===== src/rtl/pipe_arb_pkg.sv =====
// Shared definitions for the shift_pipe_arbiter slice.
// Contents:
//   DEF_N_REQ, DEF_DEPTH, DEF_W : default parameter values
//   clog2(n)                    : ceiling log2, where clog2(1) is 0
//   id_w(n)                     : width of a requester ID, max(1, clog2(n))
package pipe_arb_pkg;

  localparam int DEF_N_REQ = 4;
  localparam int DEF_DEPTH = 3;
  localparam int DEF_W     = 1;

  function automatic int clog2(input int n);
    int r;
    r = 0;
    while ((1 << r) < n) r++;
    return r;
  endfunction

  function automatic int id_w(input int n);
    return (clog2(n) > 1) ? clog2(n) : 1;
  endfunction

endpackage


===== src/rtl/shift_pipe_arbiter_if.sv =====
// Bus bundle between the sample producers and shift_pipe_arbiter.
//
// Handshake: req[i] acts as "valid" for requester i. gnt[i] acts as "ready"
// and is combinational in the same cycle. A sample transfers on a rising
// edge where req[i] and gnt[i] are both 1. A requester keeps req[i] and its
// din slice stable until it sees gnt[i]. It may drop req[i] without a grant,
// and then it is not served. gnt is forced to 0 while hold or rst is high.
//
// Signals (direction as seen by the arbiter):
//   hold      in   freezes the pipeline and the pointer, and blocks grants
//   req       in   N_REQ request bits
//   din       in   N_REQ*W packed samples; requester i drives din[i*W +: W]
//   gnt       out  one-hot grant
//   dout      out  sample leaving the last stage
//   dout_vld  out  dout carries a granted sample
//   dout_id   out  owner ID of dout
//   occupancy out  number of valid stages
//   dbg_ptr   out  current round-robin pointer, exported for observation
interface shift_pipe_arbiter_if
  import pipe_arb_pkg::*;
#(
  parameter int N_REQ = DEF_N_REQ,
  parameter int DEPTH = DEF_DEPTH,
  parameter int W     = DEF_W
) ();

  localparam int ID_W  = id_w(N_REQ);
  localparam int OCC_W = clog2(DEPTH + 1);

  logic                 hold;
  logic [N_REQ-1:0]     req;
  logic [N_REQ*W-1:0]   din;
  logic [N_REQ-1:0]     gnt;
  logic [W-1:0]         dout;
  logic                 dout_vld;
  logic [ID_W-1:0]      dout_id;
  logic [OCC_W-1:0]     occupancy;
  logic [ID_W-1:0]      dbg_ptr;

  modport master (
    output hold, req, din,
    input  gnt, dout, dout_vld, dout_id, occupancy, dbg_ptr
  );

  modport slave (
    input  hold, req, din,
    output gnt, dout, dout_vld, dout_id, occupancy, dbg_ptr
  );

endinterface


===== src/rtl/rr_arbiter.sv =====
// Round-robin arbiter with a registered priority pointer.
// The scan starts at ptr and wraps modulo N_REQ. The first set request wins.
// After a grant to i, ptr moves to (i+1) mod N_REQ. Without a grant, ptr
// keeps its value.
// Ports:
//   clk, rst  clock, synchronous active-high reset (ptr -> 0)
//   req       request vector
//   en        grant enable (low while the pipeline is held)
//   gnt       one-hot grant, combinational
//   gnt_idx   index of the granted requester (0 when none)
//   gnt_any   a grant is issued this cycle
//   ptr       current highest-priority requester
module rr_arbiter
  import pipe_arb_pkg::*;
#(
  parameter  int N_REQ = DEF_N_REQ,
  localparam int ID_W  = id_w(N_REQ)
) (
  input  logic             clk,
  input  logic             rst,
  input  logic [N_REQ-1:0] req,
  input  logic             en,
  output logic [N_REQ-1:0] gnt,
  output logic [ID_W-1:0]  gnt_idx,
  output logic             gnt_any,
  output logic [ID_W-1:0]  ptr
);

  int              cand;
  logic [ID_W-1:0] cidx;

  always_comb begin
    gnt     = '0;
    gnt_idx = '0;
    gnt_any = 1'b0;
    cand    = 0;
    cidx    = '0;
    if (en && !rst) begin
      for (int k = 0; k < N_REQ; k++) begin
        // ptr is always below N_REQ, so one subtraction completes the wrap.
        cand = int'(ptr) + k;
        if (cand >= N_REQ) cand = cand - N_REQ;
        cidx = ID_W'(cand);
        if (!gnt_any && req[cidx]) begin
          gnt_any   = 1'b1;
          gnt[cidx] = 1'b1;
          gnt_idx   = cidx;
        end
      end
    end
  end

  always_ff @(posedge clk) begin
    if (rst) begin
      ptr <= '0;
    end else if (gnt_any) begin
      // Wrap explicitly so a non-power-of-two N_REQ never sees ptr >= N_REQ.
      ptr <= (gnt_idx == ID_W'(N_REQ - 1)) ? '0 : gnt_idx + 1'b1;
    end
  end

endmodule


===== src/rtl/shift_pipe_arbiter.sv =====
// Round-robin scheduler that feeds one shared DEPTH-stage shift pipeline.
// Each non-hold cycle, at most one requester is granted. Its sample and ID
// go into stage 0, and every stage shifts forward. After DEPTH edges the
// sample appears on dout with dout_vld and dout_id.
// Ports:
//   clk   clock, rising edge
//   rst   synchronous active-high reset; flushes all in-flight samples
//   bus   shift_pipe_arbiter_if.slave (hold/req/din in;
//         gnt/dout/dout_vld/dout_id/occupancy/dbg_ptr out)
module shift_pipe_arbiter
  import pipe_arb_pkg::*;
#(
  parameter int N_REQ = DEF_N_REQ,
  parameter int DEPTH = DEF_DEPTH,
  parameter int W     = DEF_W
) (
  input  logic                 clk,
  input  logic                 rst,
  shift_pipe_arbiter_if.slave  bus
);

  localparam int ID_W  = id_w(N_REQ);
  localparam int OCC_W = clog2(DEPTH + 1);

  logic [N_REQ-1:0] gnt;
  logic [ID_W-1:0]  gnt_idx;
  logic             gnt_any;
  logic [ID_W-1:0]  ptr;
  logic             arb_en;

  logic [W-1:0]     st_data [DEPTH];
  logic [ID_W-1:0]  st_id   [DEPTH];
  logic [DEPTH-1:0] st_vld;
  logic [OCC_W-1:0] occ;
  logic [W-1:0]     ld_data;

  assign arb_en = !bus.hold;

  rr_arbiter #(.N_REQ(N_REQ)) u_arb (
    .clk     (clk),
    .rst     (rst),
    .req     (bus.req),
    .en      (arb_en),
    .gnt     (gnt),
    .gnt_idx (gnt_idx),
    .gnt_any (gnt_any),
    .ptr     (ptr)
  );

  // Idle cycles load zeros, so an empty stage never carries stale data.
  always_comb begin
    ld_data = '0;
    if (gnt_any) ld_data = bus.din[int'(gnt_idx)*W +: W];
  end

  always_ff @(posedge clk) begin
    if (rst) begin
      for (int k = 0; k < DEPTH; k++) begin
        st_data[k] <= '0;
        st_id[k]   <= '0;
      end
      st_vld <= '0;
      occ    <= '0;
    end else if (!bus.hold) begin
      st_data[0] <= ld_data;
      st_id[0]   <= gnt_any ? gnt_idx : '0;
      st_vld[0]  <= gnt_any;
      for (int k = 1; k < DEPTH; k++) begin
        st_data[k] <= st_data[k-1];
        st_id[k]   <= st_id[k-1];
        st_vld[k]  <= st_vld[k-1];
      end
      // Entry at stage 0 and exit from the last stage cancel out.
      case ({gnt_any, st_vld[DEPTH-1]})
        2'b10:   occ <= occ + 1'b1;
        2'b01:   occ <= occ - 1'b1;
        default: occ <= occ;
      endcase
    end
  end

  assign bus.gnt       = gnt;
  assign bus.dout      = st_data[DEPTH-1];
  assign bus.dout_vld  = st_vld[DEPTH-1];
  assign bus.dout_id   = st_id[DEPTH-1];
  assign bus.occupancy = occ;
  assign bus.dbg_ptr   = ptr;

endmodule


===== src/flat_wrapper.sv =====
// flat-port wrapper written by rule: the top's interface ports become plain ports
module shift_pipe_arbiter_flat import pipe_arb_pkg::*;
#(
  parameter int N_REQ = DEF_N_REQ,
  parameter int DEPTH = DEF_DEPTH,
  parameter int W     = DEF_W
)
  (clk, rst, bus_hold, bus_req, bus_din, bus_gnt, bus_dout, bus_dout_vld, bus_dout_id, bus_occupancy, bus_dbg_ptr);
  shift_pipe_arbiter_if #(.N_REQ(N_REQ), .DEPTH(DEPTH), .W(W)) bus_i ();
  input  logic clk;
  input  logic rst;
  input wire logic [$bits(bus_i.hold)-1:0] bus_hold;
  input wire logic [$bits(bus_i.req)-1:0] bus_req;
  input wire logic [$bits(bus_i.din)-1:0] bus_din;
  output wire logic [$bits(bus_i.gnt)-1:0] bus_gnt;
  output wire logic [$bits(bus_i.dout)-1:0] bus_dout;
  output wire logic [$bits(bus_i.dout_vld)-1:0] bus_dout_vld;
  output wire logic [$bits(bus_i.dout_id)-1:0] bus_dout_id;
  output wire logic [$bits(bus_i.occupancy)-1:0] bus_occupancy;
  output wire logic [$bits(bus_i.dbg_ptr)-1:0] bus_dbg_ptr;
  assign bus_i.hold = bus_hold;
  assign bus_i.req = bus_req;
  assign bus_i.din = bus_din;
  assign bus_gnt = bus_i.gnt;
  assign bus_dout = bus_i.dout;
  assign bus_dout_vld = bus_i.dout_vld;
  assign bus_dout_id = bus_i.dout_id;
  assign bus_occupancy = bus_i.occupancy;
  assign bus_dbg_ptr = bus_i.dbg_ptr;
  shift_pipe_arbiter #(.N_REQ(N_REQ), .DEPTH(DEPTH), .W(W)) u_core (.clk(clk), .rst(rst), .bus(bus_i));
endmodule

===== config.mk =====
export PLATFORM = sky130hd
export DESIGN_NAME = shift_pipe_arbiter_flat
export DESIGN_NICKNAME = d
export VERILOG_FILES = /design/src/rtl/pipe_arb_pkg.sv /design/src/rtl/shift_pipe_arbiter_if.sv /design/src/rtl/rr_arbiter.sv /design/src/rtl/shift_pipe_arbiter.sv /design/src/flat_wrapper.sv
export SDC_FILE = /design/constraint.sdc
export NUM_CORES = 1
export LEC_CHECK = 0
export CORE_ASPECT_RATIO = 0.6
export CORE_MARGIN = 4
export CORE_UTILIZATION = 51
export CTS_CLUSTER_DIAMETER = 60
export DETAILED_ROUTE_END_ITERATION = 8
export MAX_ROUTING_LAYER = met4
export PLACE_DENSITY = 0.89
export REMOVE_ABC_BUFFERS = 1
export SLEW_MARGIN = 20
export SYNTH_ARGS = -nofsm -noshare
export SYNTH_HDL_FRONTEND = slang
export SYNTH_SLANG_ARGS = --single-unit

===== constraint.sdc =====
create_clock -name clk -period 4 [get_ports clk]
set_clock_uncertainty 0.1 [all_clocks]
set_input_delay 0.6 -clock clk [delete_from_list [all_inputs] [get_ports clk]]
set_output_delay 0.6 -clock clk [all_outputs]
set_load 0.02 [all_outputs]

==> flow_metrics.tcl <==
set metrics [dict create \
    multiInputGateArea_um2 701 \
    hold_slack_ns 0.390 \
    crit_path_end_kind "primary output" \
    drt_iter0_drc 113 \
    maxCapViolCount 0 \
    syn_area_um2 1230 \
    hp-start "u_core.st_vld[0]$_SDFFE_PP0N_" \
    synth_edf_count 9 \
    synthCells 122 \
    fmax_mhz 258 \
    setup_ws_ns 0.123 \
    power_density_nw_per_um2 321 \
    critPathRequiredTime_ns 3.30 \
    crit_chain "clkdlybuf4s50_1, mux4_2, nor2b_4, a22oi_1, nor2_1, a221oi_1, nor2_1, clkdlybuf4s50_1" \
    rr_endpoint "u_core.u_arb.ptr[1]$_SDFFE_PP0P_" \
    worst_slew_pin_slew_ns 0.495 \
    ys_seq_area_share_pct 33.4 \
    startpoint_type "input port" \
    dieHeight_um 46 \
    vias_per_cell 6.02 \
    ys_warn_count 0 \
    rows 13 \
    drt-pass1-iter-count 4 \
    port-buffer-count 22 \
    h-tree-depth 1 \
    period_share_pct 96.9 \
    path_class "in2out" \
    synth.area.top_cells "edfxtp_1 (22%), dfxtp_1 (11%), ha_1 (9.2%), nor2_1 (5.5%), mux2i_1 (4.1%)" \
    clkSlewWorstSetupHoldPaths_ns 0.06 \
    hold_viol_final 0 \
    grt_first_pass_wirelength_um 4570 \
    final.setup.tns_ns 0 \
    antenna_found_initial 0 \
    rrSetupSlack_ns 1.29 \
    cpPeakStageDelay_ns 0.66 \
    routedWlPerCell_um 16.5 \
    cts_buffers 3 \
    start_util_pct 55.1 \
    vias 1030 \
    r2r_start "u_core.u_arb.ptr[1]$_SDFFE_PP0P_" \
    crit_arrival_ns 3.18 \
    synth_common_cells "nor2_1 (18), edfxtp_1 (9), ha_1 (9)" \
    place_congestion 0.902 \
    synth_ff_type "edfxtp_1" \
    synth.distinct_cells 43 \
    post-place-ws_ns 0.112 \
    cts_buffer_depth 2 \
    period_minus_slack_ns 3.88 \
    worst-path-max-fanout 10 \
    synth_top_area_share_pct 22.0 \
    grt_max_degree 16 \
    drv_slew 0 \
    cts_setup_buffers 0 \
    synth_top_cell_by_area "edfxtp_1" \
    n_fill_cell 159 \
    layout-drive-gt1-share_pct 15.6 \
    synth.most_common_cell "nor2_1" \
    rr_worst_depth 9 \
    rsz0062_at_grt "false" \
    io_pins 23 \
    cp_num_buf_inv 2 \
    die_area_um2 3280 \
    syn_avg_cell_area_um2 10.1 \
    layout.area.seq_um2 412 \
    hold_buffers 0 \
    finalWirelength_um 2820 \
    ys_seq_elements 16 \
    grt-ovfl-total 0 \
    fin_cells 171 \
    utilization_pct 66.2 \
    nNetsFinal 162 \
    drc 0 \
    cts_resized 1 \
    hold_end "u_core.st_vld[0]$_SDFFE_PP0N_" \
    ir_drop_mv 0.208 \
    core_area_um2 2230 \
    diodes 0 \
    place_hpwl_um 2120 \
    grt_pass1_vias 1050 \
    die_w_um 71.3 \
    track_usage_pct 19.1 \
    power.leakage_nw 0.587 \
    cts.sinks 16 \
    slew_headroom_pct 66.9 \
    hp-class "reg2reg" \
    status "finished, final reports clean" \
    clk_latency_ns 0.25 \
    crit_family "buffers and inverters" \
    setup_viol 0 \
    cts_tree "done" \
    cts_root_buffer "clkbuf_8" \
    placed_cells 167 \
    ant_nets 0 \
    area_delta_synth_final_pct 20.2 \
    slowest_stage "clkdlybuf4s50_1" \
    async_flop_share_pct 0 \
    holdPathStages 2 \
]
tightest hold or removal path, delay by kind of cell, from the launching register on:
kind / cells / cell delay, ns
compound gates: 1 / 0.08
buf+inv: 1 / 0.04
flops: 1 / 0.31
report_power, final:
part	internal, mW	switching (mW)
clock network	0.0681	0.0544
logic	0.0714	0.0881
registers	0.186	0.00567
total	0.325	0.148
layer usage:
metal  global-route usage [%]  vias to the layer above  share of wire [%]
met5                        -                        -                  0
met4                     9.74                        0                3.4
met3                     4.85                       15                5.6
met2                     33.2                       48                 49
met1                     20.7                      487                 42
li1                         -                      480                  -
sequential cells by signal (all words and copies together), names as in the netlist:
signal / flops
u_core.st_vld: 3
u_core.st_data: 3
u_core.u_arb.ptr: 2
u_core.st_id: 6
u_core.bus.occupancy: 2
final cells by class:
type | count | share of cell area [%]
Clock inverter | 1 | 0.254
Multi-Input combinational cell | 87 | 47.5
Clock buffer | 3 | 2.80
Inverter | 8 | 2.04
Sequential cell | 16 | 27.9
Tap cell | 30 | 2.54
Timing Repair Buffer | 26 | 17.0
placed cells by master, fill, tap and decap left out, types with 2 or more instances in the layout:
| master | count |
|---|---|
| a22oi_1 | 5 |
| and2_1 | 6 |
| edfxtp_1 | 9 |
| dfxtp_1 | 6 |
| clkbuf_8 | 3 |
| nand2_1 | 2 |
| nand3_1 | 2 |
| a21oi_1 | 2 |
| o22ai_1 | 2 |
| or3_1 | 2 |
| buf_4 | 4 |
| a221oi_1 | 4 |
| nor2_1 | 18 |
| a31oi_1 | 2 |
| mux4_2 | 3 |
| o21ai_0 | 3 |
| nor3_1 | 2 |
| inv_1 | 7 |
| clkdlybuf4s50_1 | 22 |
| ha_1 | 9 |
| xnor2_1 | 2 |
| mux2i_1 | 5 |
worst max path at each step:
stage	startpoint	to	slack (ns)	depth (start not counted)
6_report	bus_req[2]	bus_gnt[1]	0.12	8
5_1_grt	u_core.u_arb.ptr[1]$_SDFFE_PP0P_	bus_gnt[2]	0.08	9
4_1_cts	bus_req[2]	bus_gnt[1]	0.1	8
3_5_place_dp	bus_req[0]	bus_gnt[1]	0.11	8
3_3_place_gp	bus_req[0]	bus_gnt[2]	0.34	8
2_1_floorplan	u_core.u_arb.ptr[0]$_SDFFE_PP0P_	bus_gnt[0]	0.38	8
cell families after synthesis:
family,share of synthesized area (%)
adders and majority gates,9.17
DFF,33.4
and+or+nand+nor,18.9
buffers and inverters,9.17
AOI/OAI and AO/OA,17.1
muxes,10.8
xor gates and xnor gates,1.43
metrics by stage:
stage          power [mW]  cell area [um^2]
6_report            0.473              1480
4_1_cts             0.473              1480
5_1_grt             0.499              1480
3_5_place_dp        0.350              1430
3_3_place_gp        0.342              1430
2_1_floorplan       0.293              1140
Note: power is estimated with default switching activity, not from simulation.
